<file path="src/rtl/writeback_unit.sv">
// writeback_unit
// Commits one instruction's results per enable pulse. A commit can write the
// integer or float register file, redirect the PC, and/or queue a UART payload.
// UART payloads go through a small FIFO that a send FSM drains, so the core is
// released without waiting for the transmitter unless the FIFO is full.
//
// Optional feature: define WB_STALL_CNT_EN to add the 32-bit stall_cycles
// output. It counts the cycles in which a UART push is pending against a full
// FIFO, and saturates at all-ones.
//
// Ports:
//   clk, rstn      clock, synchronous active-low reset
//   enable         one-cycle commit request (ignored while a commit is unfinished)
//   wselector      [3]=uart, [2]=pc write, [1]=reg write, [0]=float RF select
//   pc, data, rd   next PC, result/UART payload, destination register
//   done           one-cycle commit-complete pulse (held high during reset)
//   pcenable       PC write strobe, with next_pc
//   wenable        RF write strobe, with fmode, wreg and wdata
//   uart_wenable   one-cycle send request, with uart_wdata
//   uart_wdone     transmitter finished the previous send
//   uart_level     FIFO occupancy
//   stall_cycles   (WB_STALL_CNT_EN only) full-FIFO stall cycle count
module writeback_unit #(
    parameter int XLEN       = 32,
    parameter int REG_AW     = 5,
    parameter int UART_DEPTH = 4
) (
    input  logic                          clk,
    input  logic                          rstn,
    input  logic                          enable,
    input  logic [3:0]                    wselector,
    input  logic [XLEN-1:0]               pc,
    input  logic [XLEN-1:0]               data,
    input  logic [REG_AW-1:0]             rd,
    output logic                          done,
    output logic                          pcenable,
    output logic [XLEN-1:0]               next_pc,
    output logic                          wenable,
    output logic                          fmode,
    output logic [REG_AW-1:0]             wreg,
    output logic [XLEN-1:0]               wdata,
    output logic                          uart_wenable,
    output logic [XLEN-1:0]               uart_wdata,
    input  logic                          uart_wdone,
    output logic [$clog2(UART_DEPTH):0]   uart_level
`ifdef WB_STALL_CNT_EN
    ,
    output logic [31:0]                   stall_cycles
`endif
);

    localparam int PTRW = $clog2(UART_DEPTH);
    localparam int LVLW = PTRW + 1;
    localparam logic [LVLW-1:0] DEPTH_L = LVLW'(UART_DEPTH);

    typedef enum logic {
        S_IDLE,
        S_WAIT
    } send_state_t;

    send_state_t     state, state_nxt;

    logic            busy;
    logic            pending;
    logic [XLEN-1:0] pend_data;
    logic [XLEN-1:0] mem [UART_DEPTH];
    logic [PTRW-1:0] wr_ptr;
    logic [PTRW-1:0] rd_ptr;
    logic            accept;
    logic            push;
    logic            pop;
    logic            full;

    // Occupancy is judged on the registered level only, so a pop in the same
    // cycle does not make room for a push until the following cycle.
    assign full   = (uart_level == DEPTH_L);
    assign accept = enable && !busy;
    assign push   = pending && !full;
    assign pop    = (state == S_IDLE) && (uart_level != '0);

    // Commit sequencing. busy covers the window between an accepted commit and
    // its done pulse; commits with no side effects finish immediately.
    always_ff @(posedge clk) begin
        if (!rstn) begin
            done      <= 1'b1;
            pcenable  <= 1'b0;
            wenable   <= 1'b0;
            next_pc   <= '0;
            wreg      <= '0;
            wdata     <= '0;
            fmode     <= 1'b0;
            busy      <= 1'b0;
            pending   <= 1'b0;
            pend_data <= '0;
        end else begin
            done     <= 1'b0;
            pcenable <= 1'b0;
            wenable  <= 1'b0;
            if (accept) begin
                if (wselector[2]) begin
                    pcenable <= 1'b1;
                    next_pc  <= pc;
                end
                if (wselector[1]) begin
                    wenable <= 1'b1;
                    wreg    <= rd;
                    wdata   <= data;
                    fmode   <= wselector[0];
                end
                if (wselector[3]) begin
                    pending   <= 1'b1;
                    pend_data <= data;
                end
                if (wselector[3:1] == 3'b000) begin
                    done <= 1'b1;
                end else begin
                    busy <= 1'b1;
                end
            end else if (busy && (!pending || push)) begin
                busy    <= 1'b0;
                pending <= 1'b0;
                done    <= 1'b1;
            end
        end
    end

    // FIFO storage has no reset; only the pointers and level define validity.
    always_ff @(posedge clk) begin
        if (push) begin
            mem[wr_ptr] <= pend_data;
        end
    end

    // Pointers wrap naturally because the depth is a power of two.
    always_ff @(posedge clk) begin
        if (!rstn) begin
            wr_ptr     <= '0;
            rd_ptr     <= '0;
            uart_level <= '0;
        end else begin
            if (push) begin
                wr_ptr <= wr_ptr + 1'b1;
            end
            if (pop) begin
                rd_ptr <= rd_ptr + 1'b1;
            end
            case ({push, pop})
                2'b10:   uart_level <= uart_level + 1'b1;
                2'b01:   uart_level <= uart_level - 1'b1;
                default: uart_level <= uart_level;
            endcase
        end
    end

    always_ff @(posedge clk) begin
        if (!rstn) begin
            state        <= S_IDLE;
            uart_wenable <= 1'b0;
            uart_wdata   <= '0;
        end else begin
            state        <= state_nxt;
            uart_wenable <= pop;
            if (pop) begin
                uart_wdata <= mem[rd_ptr];
            end
        end
    end

    // uart_wdone only matters while a send is outstanding.
    always_comb begin
        state_nxt = state;
        case (state)
            S_IDLE:  if (uart_level != '0) state_nxt = S_WAIT;
            S_WAIT:  if (uart_wdone) state_nxt = S_IDLE;
            default: state_nxt = S_IDLE;
        endcase
    end

`ifdef WB_STALL_CNT_EN
    always_ff @(posedge clk) begin
        if (!rstn) begin
            stall_cycles <= '0;
        end else if (pending && full && (stall_cycles != '1)) begin
            stall_cycles <= stall_cycles + 1'b1;
        end
    end
`endif

endmodule

</file>
<file path="config.mk">
export PLATFORM = sky130hd
export DESIGN_NAME = writeback_unit
export DESIGN_NICKNAME = d
export VERILOG_FILES = /design/src/rtl/writeback_unit.sv
export SDC_FILE = /design/constraint.sdc
export NUM_CORES = 1
export LEC_CHECK = 0
export CORE_ASPECT_RATIO = 1.2
export CORE_MARGIN = 3
export CORE_UTILIZATION = 40
export CTS_BUF_LIST = sky130_fd_sc_hd__clkbuf_2
export DETAILED_ROUTE_END_ITERATION = 6
export PLACE_DENSITY = 0.68
export SYNTH_ARGS = -nofsm -noshare
export SYNTH_HDL_FRONTEND = slang
export SYNTH_SLANG_ARGS = --single-unit
export TNS_END_PERCENT = 5
</file>
<file path="constraint.sdc">
create_clock -name clk -period 3 [get_ports clk]
set_input_delay 0.45 -clock clk [delete_from_list [all_inputs] [get_ports clk]]
set_output_delay 0.45 -clock clk [all_outputs]
set_load 0.01 [all_outputs]
</file>
==> results by group <==
Status
  • Run status: finished, final reports clean

Logic synthesis
  • Share of the synthesized area in the top cell type: 0.392
  • Sequential element share of the synthesized area: 0.695
  • Post-synthesis net count: 843
  • Ys Warns: 0
  • Post-synth EDFFs: 128
  • Syn Inst Count: 760
  • Top FF cell, synth: dfxtp_1
  • Ys async rst share: 0
  • Synth top area cells: edfxtp_1, dfxtp_1, nand2_1
  • Syn Std Cell Area: 9790 sq um
  • Synth unique cells: 34
  • Synthesized flop and latch total: 276
  • Cell accounting for the most synthesized area: edfxtp_1
  • Syn_area_per_cell: 12.9 sq um

STA
  • Unrepaired setup endpoints after global routing: false
  • Max-slew headroom: 0.398
  • Setup-failing EPs final: 0
  • Fin crit share: 0.769
  • Setup TNS: 0 ps
  • Max-slew violations: 0
  • Fmax: 434 MHz
  • Hold Vio Cnt, Final: 0
  • Worst-Margin Slew: 903 ps
  • Fin crit period: 2310 ps
  • Clock Skew: 50.5 ps

Floorplan
  • I/O pins: 186
  • Die ar.: 26400 sq um
  • Site row count: 62
  • Starting Density: 0.407
  • Core Box Area: 24000 sq um
  • Die W: 149 um
  • Die height: 177 um

Placed design
  • Placed Cells incl. Taps: 1227
  • Placement Cell Area: 11900 sq um
  • HPWL Detailed: 14100 um
  • PortBufs: 185
  • GPL Wtd Cong: 0.713

Layout
  • Util after Layout: 0.522
  • Area growth, synth to finish: 28.2%
  • Fillers: 2149
  • Final Cell Area: 12600 sq um
  • Commonest cells after routing, fill and taps aside: nand2_1, clkdlybuf4s50_1, dfxtp_1, edfxtp_1, a21oi_1
  • Nets: 1060
  • Share of cells above drive strength 1: 0.152
  • Final cell count without fillers: 1346
  • Most common cell after layout, fill and taps aside: nand2_1

Global route
  • First-pass GRT wire length: 35800 um
  • Pin count of the biggest net entering global routing: 112
  • Total track usage: 0.173
  • Initial antenna violation count: 1
  • Gr ovfl total: 0
  • Vias in the first global route: 6673

Detailed routing
  • Via density: 4.85
  • DRT Pass-1 Iters: 4
  • Initial DRC count: 315
  • WL/cell: 16.8 um
  • Via count: 6531
  • Drt total wl: 22600 um
  • DRC viols: 0
  • Number of routed nets with antenna violations: 0

Power
  • Pleak: 4.43 nW
  • Worst vdd ir: 0.280 mV
  • PD cells: 711 nW/um^2

CTS
  • CTS Buffer Depth: 3
  • CTS Sinks: 276
  • Post_cts resized: 0
  • Cts bufs inserted: 68
  • Clock slew at reported path FFs: 90 ps
  • Clock Root Buffer: clkbuf_2
  • H-tree depth: 3
  • TritonCTS clock tree: built
  • Post-CTS Setup Inserts: 0
  • Hold Buf Count CTS: 0
  • Clk_lat worst skew: 770 ps

Run
  • Max-Cap Viols: 0

Critical path
  • Crit-path max cell delay: 460 ps
  • CP max FO: 6
  • Critical path class: flop to flop
  • Critical Path Slowest Stage Cell: dfxtp_1
  • Crit path launch type: flop
  • Critical Path AT: 3000 ps
  • WP data required: 3690 ps
  • Crit end category: flop
  • Cell Chain, Critical Path: nor3b_1 > nor2_1 > inv_1 > ha_1 > inv_1 > fa_1 > xor2_1 > or3_1 > a21oi_1
  • Crit-path most repeated cell: inv_1

Hold path
  • Worst min-delay path category: input pin to flop
-- per-stage QoR --
step	power, W	setup WS (ps)	hold WS, ps
after floorplan	0.00572	911	460
final	0.00892	694	225
after detailed placement	0.00658	706	446
after global placement	0.00654	845	441
after CTS	0.00909	592	123
after global routing	0.00947	469	117
-- sequential cells by signal, indices dropped and copies added, names as in the netlist, 2 cells and up --
name	count
mem	128
next_pc	32
pend_data	32
rd_ptr	2
uart_level	3
uart_wdata	32
wdata	32
wr_ptr	2
wreg	5
-- cell type report --
type,count,area (sq um),share of cell area
flip-flops and latches,276,6810,0.542
inverters,9,35.0,0.00279
repair buffers,196,1960,0.156
well taps,320,400,0.0319
clock buffers,102,510,0.0407
diodes,1,2.50,0.000199
multi-input cells,426,2720,0.216
clock inverters,16,119,0.00947
-- synth_stat cells, types with 2 or more instances --
master and n:
clkbuf_1 23, edfxtp_1 128, dfxtp_1 148, a21oi_1 110
o21ai_0 5, buf_2 20, inv_1 8, buf_6 3
nor3b_1 2, nand3_1 2, and3b_1 3, ha_1 5
nor2_1 7, mux4_2 25, xor2_1 2, nand3b_1 3
mux4_1 7, o21a_1 4, a22o_1 32, buf_1 2
nand2_1 204, and3_1 5
-- kinds of logic after synthesis --
logic type | count (synthesis) | share of synthesized area
buffers and inverters | 58 | 0.0287
adder cells (fa/ha/maj) | 6 | 0.00843
AO/OA/AOI/OAI | 152 | 0.0912
XOR/XNOR | 2 | 0.00179
flip-flops | 276 | 0.695
AND/OR/NAND/NOR | 234 | 0.0985
multiplexers | 32 | 0.0763
-- worst paths after layout --
| kind | startpoint | to | slack (ps) | depth (start not counted) |
|---|---|---|---|---|
| worst max register to register | uart_level[2] | uart_level[2] | 690 | 9 |
| worst max-delay path | uart_level[2] | uart_level[2] | 690 | 9 |
| worst min register to register | next_pc[24] | next_pc[24] | 460 | 2 |
| worst min-delay path | rd[1] | wreg[1] | 220 | 3 |
-- worst max-delay path, delay by kind of cell, from the launching register on --
family	cells	cell delay [ps]
xor+xnor	1	160
simple gates	3	770
fa+ha+maj	2	550
compound gates	1	170
buf+inv	2	130
flops	1	460
-- where the power goes --
group | leakage [nW] | internal (W) | switching (W)
combinational | 1.55 | 0.00107 | 0.000797
clock | 0.477 | 0.00107 | 0.00141
sequential | 2.40 | 0.00426 | 0.000308
total | 4.43 | 0.00640 | 0.00252
-- per-layer routing --
layer / track usage / vias up / part of all wire
met5: 0 / - / 0
met4: 0.0565 / 0 / 0.0082
met3: 0.0784 / 14 / 0.10
met2: 0.277 / 240 / 0.49
met1: 0.210 / 3098 / 0.40
li1: - / 3179 / -
Note: power is estimated with default switching activity, not from simulation.
